===== src/rtl/object_centroid.sv =====
// object_centroid: per-frame foreground count, bounding box and centroid.
// Totals are snapshotted at each frame boundary and divided bit-serially.
module object_centroid #(
  parameter int MIN_PIXELS = 16
) (
  input  logic        clk,
  input  logic        reset,
  input  logic        Cam_enable_in,
  input  logic [9:0]  CamHsync_count_in,
  input  logic [10:0] CamPix_count_in,
  input  logic [15:0] data_in,
  output logic        result_valid,
  output logic        found,
  output logic [10:0] centroid_x,
  output logic [9:0]  centroid_y,
  output logic [10:0] x_min,
  output logic [10:0] x_max,
  output logic [9:0]  y_min,
  output logic [9:0]  y_max,
  output logic [21:0] pix_count,
  output logic        overrun
);

  localparam logic [21:0] MIN_P = 22'(MIN_PIXELS);

  typedef enum logic [1:0] {IDLE, DIV, DONE} state_t;
  state_t state_q, state_d;

  logic qual, bnd, unused_data;
  assign qual = Cam_enable_in & data_in[15];
  assign bnd  = Cam_enable_in
             && (CamHsync_count_in == 10'd0)
             && (CamPix_count_in == 11'd0);
  assign unused_data = ^data_in[14:0];

  logic [21:0] cnt_q, cnt_d;
  logic [31:0] sx_q, sx_d, sy_q, sy_d;
  logic [10:0] xmn_q, xmn_d, xmx_q, xmx_d;
  logic [9:0]  ymn_q, ymn_d, ymx_q, ymx_d;

  logic [21:0] s_cnt_q;
  logic [10:0] s_xmn_q, s_xmx_q;
  logic [9:0]  s_ymn_q, s_ymx_q;

  logic [31:0] qx_q, qy_q, qx_d, qy_d;
  logic [21:0] rx_q, ry_q, rx_d, ry_d;
  logic [22:0] tx, ty;
  logic [4:0]  it_q;

  logic        rv_q, fnd_q, ovr_q;
  logic [10:0] cx_q, oxmn_q, oxmx_q;
  logic [9:0]  cy_q, oymn_q, oymx_q;
  logic [21:0] pc_q;

  // Next accumulator values: restart on boundary, then add this pixel.
  always_comb begin
    cnt_d = cnt_q;
    sx_d  = sx_q;
    sy_d  = sy_q;
    xmn_d = xmn_q;
    xmx_d = xmx_q;
    ymn_d = ymn_q;
    ymx_d = ymx_q;
    if (bnd) begin
      cnt_d = '0;
      sx_d  = '0;
      sy_d  = '0;
      xmn_d = 11'd2047;
      xmx_d = '0;
      ymn_d = 10'd1023;
      ymx_d = '0;
    end
    if (qual) begin
      cnt_d = cnt_d + 22'd1;
      sx_d  = sx_d + 32'(CamPix_count_in);
      sy_d  = sy_d + 32'(CamHsync_count_in);
      if (CamPix_count_in < xmn_d) xmn_d = CamPix_count_in;
      if (CamPix_count_in > xmx_d) xmx_d = CamPix_count_in;
      if (CamHsync_count_in < ymn_d) ymn_d = CamHsync_count_in;
      if (CamHsync_count_in > ymx_d) ymx_d = CamHsync_count_in;
    end
  end

  // One restoring-divide step for both coordinates.
  always_comb begin
    tx   = {rx_q, qx_q[31]};
    ty   = {ry_q, qy_q[31]};
    qx_d = {qx_q[30:0], 1'b0};
    qy_d = {qy_q[30:0], 1'b0};
    rx_d = tx[21:0];
    ry_d = ty[21:0];
    if (tx >= {1'b0, s_cnt_q}) begin
      rx_d    = 22'(tx - {1'b0, s_cnt_q});
      qx_d[0] = 1'b1;
    end
    if (ty >= {1'b0, s_cnt_q}) begin
      ry_d    = 22'(ty - {1'b0, s_cnt_q});
      qy_d[0] = 1'b1;
    end
  end

  // Control: divide only when the snapshot has enough pixels.
  always_comb begin
    state_d = state_q;
    unique case (state_q)
      IDLE: begin
        if (bnd) state_d = (cnt_q >= MIN_P) ? DIV : DONE;
      end
      DIV: begin
        if (it_q == 5'd31) state_d = DONE;
      end
      DONE: state_d = IDLE;
      default: state_d = IDLE;
    endcase
  end

  // State register.
  always_ff @(negedge clk or posedge reset) begin
    if (reset) state_q <= IDLE;
    else       state_q <= state_d;
  end

  // Accumulators, snapshot, divider and result registers.
  always_ff @(negedge clk or posedge reset) begin
    if (reset) begin
      cnt_q   <= '0;
      sx_q    <= '0;
      sy_q    <= '0;
      xmn_q   <= 11'd2047;
      xmx_q   <= '0;
      ymn_q   <= 10'd1023;
      ymx_q   <= '0;
      s_cnt_q <= '0;
      s_xmn_q <= '0;
      s_xmx_q <= '0;
      s_ymn_q <= '0;
      s_ymx_q <= '0;
      qx_q    <= '0;
      qy_q    <= '0;
      rx_q    <= '0;
      ry_q    <= '0;
      it_q    <= '0;
      rv_q    <= 1'b0;
      fnd_q   <= 1'b0;
      ovr_q   <= 1'b0;
      cx_q    <= '0;
      cy_q    <= '0;
      oxmn_q  <= '0;
      oxmx_q  <= '0;
      oymn_q  <= '0;
      oymx_q  <= '0;
      pc_q    <= '0;
    end else begin
      cnt_q <= cnt_d;
      sx_q  <= sx_d;
      sy_q  <= sy_d;
      xmn_q <= xmn_d;
      xmx_q <= xmx_d;
      ymn_q <= ymn_d;
      ymx_q <= ymx_d;
      ovr_q <= bnd && (state_q != IDLE);
      rv_q  <= (state_q == DONE);
      if (state_q == IDLE && bnd) begin
        s_cnt_q <= cnt_q;
        s_xmn_q <= xmn_q;
        s_xmx_q <= xmx_q;
        s_ymn_q <= ymn_q;
        s_ymx_q <= ymx_q;
        qx_q    <= sx_q;
        qy_q    <= sy_q;
        rx_q    <= '0;
        ry_q    <= '0;
        it_q    <= '0;
      end
      if (state_q == DIV) begin
        qx_q <= qx_d;
        qy_q <= qy_d;
        rx_q <= rx_d;
        ry_q <= ry_d;
        it_q <= it_q + 5'd1;
      end
      if (state_q == DONE) begin
        pc_q <= s_cnt_q;
        if (s_cnt_q >= MIN_P) begin
          fnd_q  <= 1'b1;
          cx_q   <= qx_q[10:0];
          cy_q   <= qy_q[9:0];
          oxmn_q <= s_xmn_q;
          oxmx_q <= s_xmx_q;
          oymn_q <= s_ymn_q;
          oymx_q <= s_ymx_q;
        end else begin
          fnd_q  <= 1'b0;
          cx_q   <= '0;
          cy_q   <= '0;
          oxmn_q <= '0;
          oxmx_q <= '0;
          oymn_q <= '0;
          oymx_q <= '0;
        end
      end
    end
  end

  assign result_valid = rv_q;
  assign found        = fnd_q;
  assign centroid_x   = cx_q;
  assign centroid_y   = cy_q;
  assign x_min        = oxmn_q;
  assign x_max        = oxmx_q;
  assign y_min        = oymn_q;
  assign y_max        = oymx_q;
  assign pix_count    = pc_q;
  assign overrun      = ovr_q;

endmodule


===== config.mk =====
export PLATFORM = sky130hd
export DESIGN_NAME = object_centroid
export DESIGN_NICKNAME = d
export VERILOG_FILES = /design/src/rtl/object_centroid.sv
export SDC_FILE = /design/constraint.sdc
export NUM_CORES = 1
export LEC_CHECK = 0
export BUFFER_PORTS_ARGS = -buffer_cell sky130_fd_sc_hd__buf_2
export CORE_MARGIN = 2
export CORE_UTILIZATION = 61
export CTS_BUF_LIST = sky130_fd_sc_hd__clkbuf_4 sky130_fd_sc_hd__clkbuf_8
export CTS_CLUSTER_DIAMETER = 200
export DETAILED_ROUTE_END_ITERATION = 8
export PLACE_DENSITY = 0.86
export SETUP_SLACK_MARGIN = 0.1
export SYNTH_ARGS = -nofsm -noshare
export SYNTH_HDL_FRONTEND = slang
export SYNTH_SLANG_ARGS = --single-unit

===== constraint.sdc =====
create_clock -name clk -period 13.43 [get_ports clk]
set_input_delay 0.6715 -clock clk [delete_from_list [all_inputs] [get_ports clk]]
set_output_delay 0.6715 -clock clk [all_outputs]
set_load 0.005 [all_outputs]

==> results.toml <==
[clock_network]
clk_latency_ps = 640
cts_buffers = 67
clkTransAtPathRegs_ps = 40
cts_buffer_depth = 3
cts.repair.resized = 0
ctsHoldBuffers = 0
cts.sinks = 395
clock-root-buffer = "clkbuf_8"
cts_tree = "yes"
h-tree-depth = 3
post_cts_buffers = 0

[worst_setup_path]
path_class = "primary input to flop"
path_depth = 15
critPathBufInv = 1
crit_required_ps = 7100
critical_path.slowest_cell = "or2_2"
crit_chain = "buf_2, nor4_2, nand4_2, or2_2, and2_1, ha_1, fa_1, a21o_1, a21o_1, a2111oi_2, o311ai_2, maj3_2, nand4_1, xor2_1, nor2_1"
endpoint_kind = "flop"
max_stage_delay_ps = 610
r2r_slack_ps = 9790
path_max_fanout = 25
ff2ff_path_depth = 11
crit_family = "simple AND/OR/NAND/NOR gates"
arrival_ps = 5140
crit_top_cell = "a21o_1"
startpoint_type = "primary input"

[detailed_routing]
wl_per_cell_um = 18.1
via_per_inst = 6.09
routed_wirelength_um = 51300
drc = 0
ant_nets = 0
drt_pass1_iterations = 5
routed-via-count = 17245
drt_iter0_markers = 1503

[sta]
skew_ps = 64.8
slew_viol_final = 0
rsz0062_at_grt = "false"
slew_headroom = 0.131
finalSetupViolations = 0
hold_viol_final = 0
worst_pin_slew_ps = 1300
tns_ps = 0

[logic_synthesis]
synth_nets = 2381
synth-edff-count = 0
ys_seq_elements = 395
postSynthCellCount = 2232
synthArstFlopShare = 1.00
synth_top_area_share = 0.450
yosysMostFrequentCell = "nand2_1"
synthesis.area_sq_um = 20800
yosys_warnings = 0
synth_common_cells = "440 x nand2_1, 374 x dfrtn_1, 183 x nor2_1, 138 x o21ai_0, 105 x ha_1"
avgSynthCellArea_sq_um = 9.31
ys_types = 81
netlist_top_cells_area = "dfrtn_1 45%, nand2_1 7.9%, ha_1 6.3%, o21ai_0 3.3%, nor2_1 3.3%"
synth_top_area_cell = "dfrtn_1"
synthFlopType = "dfrtn_1"
yosysSeqAreaShare = 0.477

[pwr]
power_leakage_nw = 10.9
ir_worst_vdd_uv = 94.0
p_per_area_nw_per_um2 = 140

[layout]
drive_gt1_frac = 0.131
nets = 2486
synthToLayoutAreaGrowth_pct = 11.1
diodes = 0
final_cells = 2832

[floorplan]
io_pins = 128
fp.dieArea_sq_um = 35600
die_x_um = 189
start_util = 0.620
die_y_um = 189
core-area_sq_um = 33500
rows = 67

[grt]
grt_first_pass_wirelength_um = 84800
antenna_found_initial = 0
grt_pass1_vias = 17136
grt.overflow.total = 0
track_usage = 0.292
grt_max_degree = 187

[hold_path]
hold_path.class = "flop to flop"
hold_depth = 2

[place]
dpl.hpwl_um = 32800
port_buffers = 112
routabilityCongestion = 0.906
dp_cells = 2696

[run]
maxCapViolCount = 0

[outcome]
status = "finished clean"
[stage by stage]
step / util / worst slack [ps] / power [mW] / hold slack [ps] / cell area, sq um
2_1_floorplan: - / 935 / 1.94 / 391 / 20800
4_1_cts: 0.688 / 2040 / 3.23 / 419 / 23100
6_report: 0.689 / 1950 / 3.23 / 420 / 23100
3_3_place_gp: 0.645 / 1560 / 2.05 / 407 / 21600
5_1_grt: 0.689 / 1740 / 3.40 / 440 / 23100
3_5_place_dp: 0.645 / 1480 / 2.10 / 415 / 21600
[cell usage in the layout (no fill, tap or decap), types with 18 or more instances in the layout]
cell      instances
dfstp_2          21
clkbuf_8         77
a21oi_1          58
ha_1            105
clkbuf_4         24
dfrtn_1         374
buf_2           112
buf_4            19
nor2_1          182
inv_1            85
xor2_1           63
nand3_1          59
nand4_1          29
o21ai_0         138
a31oi_1          66
nand2_1         439
mux2i_1          34
xnor2_1          46
o21ai_1          25
and3_1           18
a22o_1           67
a21o_1           24
nor3_1           55
and2_1           32
[cells by family after synthesis]
logic type,after synthesis,share of synthesized area
simple gates,900,0.194
compound gates,493,0.158
flops,395,0.477
buf+inv,181,0.0353
fa+ha+maj,112,0.0686
xor+xnor,109,0.0459
mux,42,0.0207
[layer usage]
| layer | up-vias | share of wire | GRT usage |
|---|---|---|---|
| li1 | 8044 | - | - |
| met1 | 8361 | 0.42 | 0.385 |
| met2 | 682 | 0.48 | 0.471 |
| met3 | 158 | 0.072 | 0.0557 |
| met4 | 0 | 0.033 | 0.133 |
| met5 | - | 0 | 0 |
[power breakdown]
| part | switching (mW) | total [mW] | internal [mW] |
|---|---|---|---|
| logic | 0.395 | 0.673 | 0.278 |
| clock network | 0.519 | 1.14 | 0.621 |
| registers | 0.0857 | 1.42 | 1.33 |
| total | 1.00 | 3.23 | 2.23 |
[registers in the layout, summed over array words and instances, names as in the netlist, 22 cells and up]
signal / count
pix_count: 22
qx_q: 32
cnt_q: 22
sy_q: 32
s_cnt_q: 22
ry_q: 22
qy_q: 32
rx_q: 22
sx_q: 32
[worst paths after layout]
kind | from | end
worst max-delay path | CamHsync_count_in[0] | sx_q[16]$_DFF_NP0_
worst min-delay path | pix_count[5]$_DFFE_NP0P_ | pix_count[5]$_DFFE_NP0P_
worst max register to register | s_cnt_q[4]$_DFFE_NP0P_ | qx_q[0]$_DFFE_NP0P_
worst min register to register | pix_count[5]$_DFFE_NP0P_ | pix_count[5]$_DFFE_NP0P_
max in group asynchronous | reset | qx_q[5]$_DFFE_NP0P_
min in group asynchronous | reset | y_min[2]$_DFFE_NP0P_
[worst min-delay path, delay by kind of cell, from the launching register on]
kind	cells	cell delay [ps]
AOI/OAI and AO/OA	1	60
DFF	1	390
and+or+nand+nor	1	40
[final cells by class]
type / instances / area, sq um
fill: 2508 / 10400
multi-input combinational: 1656 / 10200
sequential: 395 / 9910
clock buffer: 101 / 1240
timing repair buffer: 132 / 723
tap: 448 / 561
inverter: 64 / 244
clock inverter: 36 / 210
No activity file was read; power rests on OpenSTA's default activity.
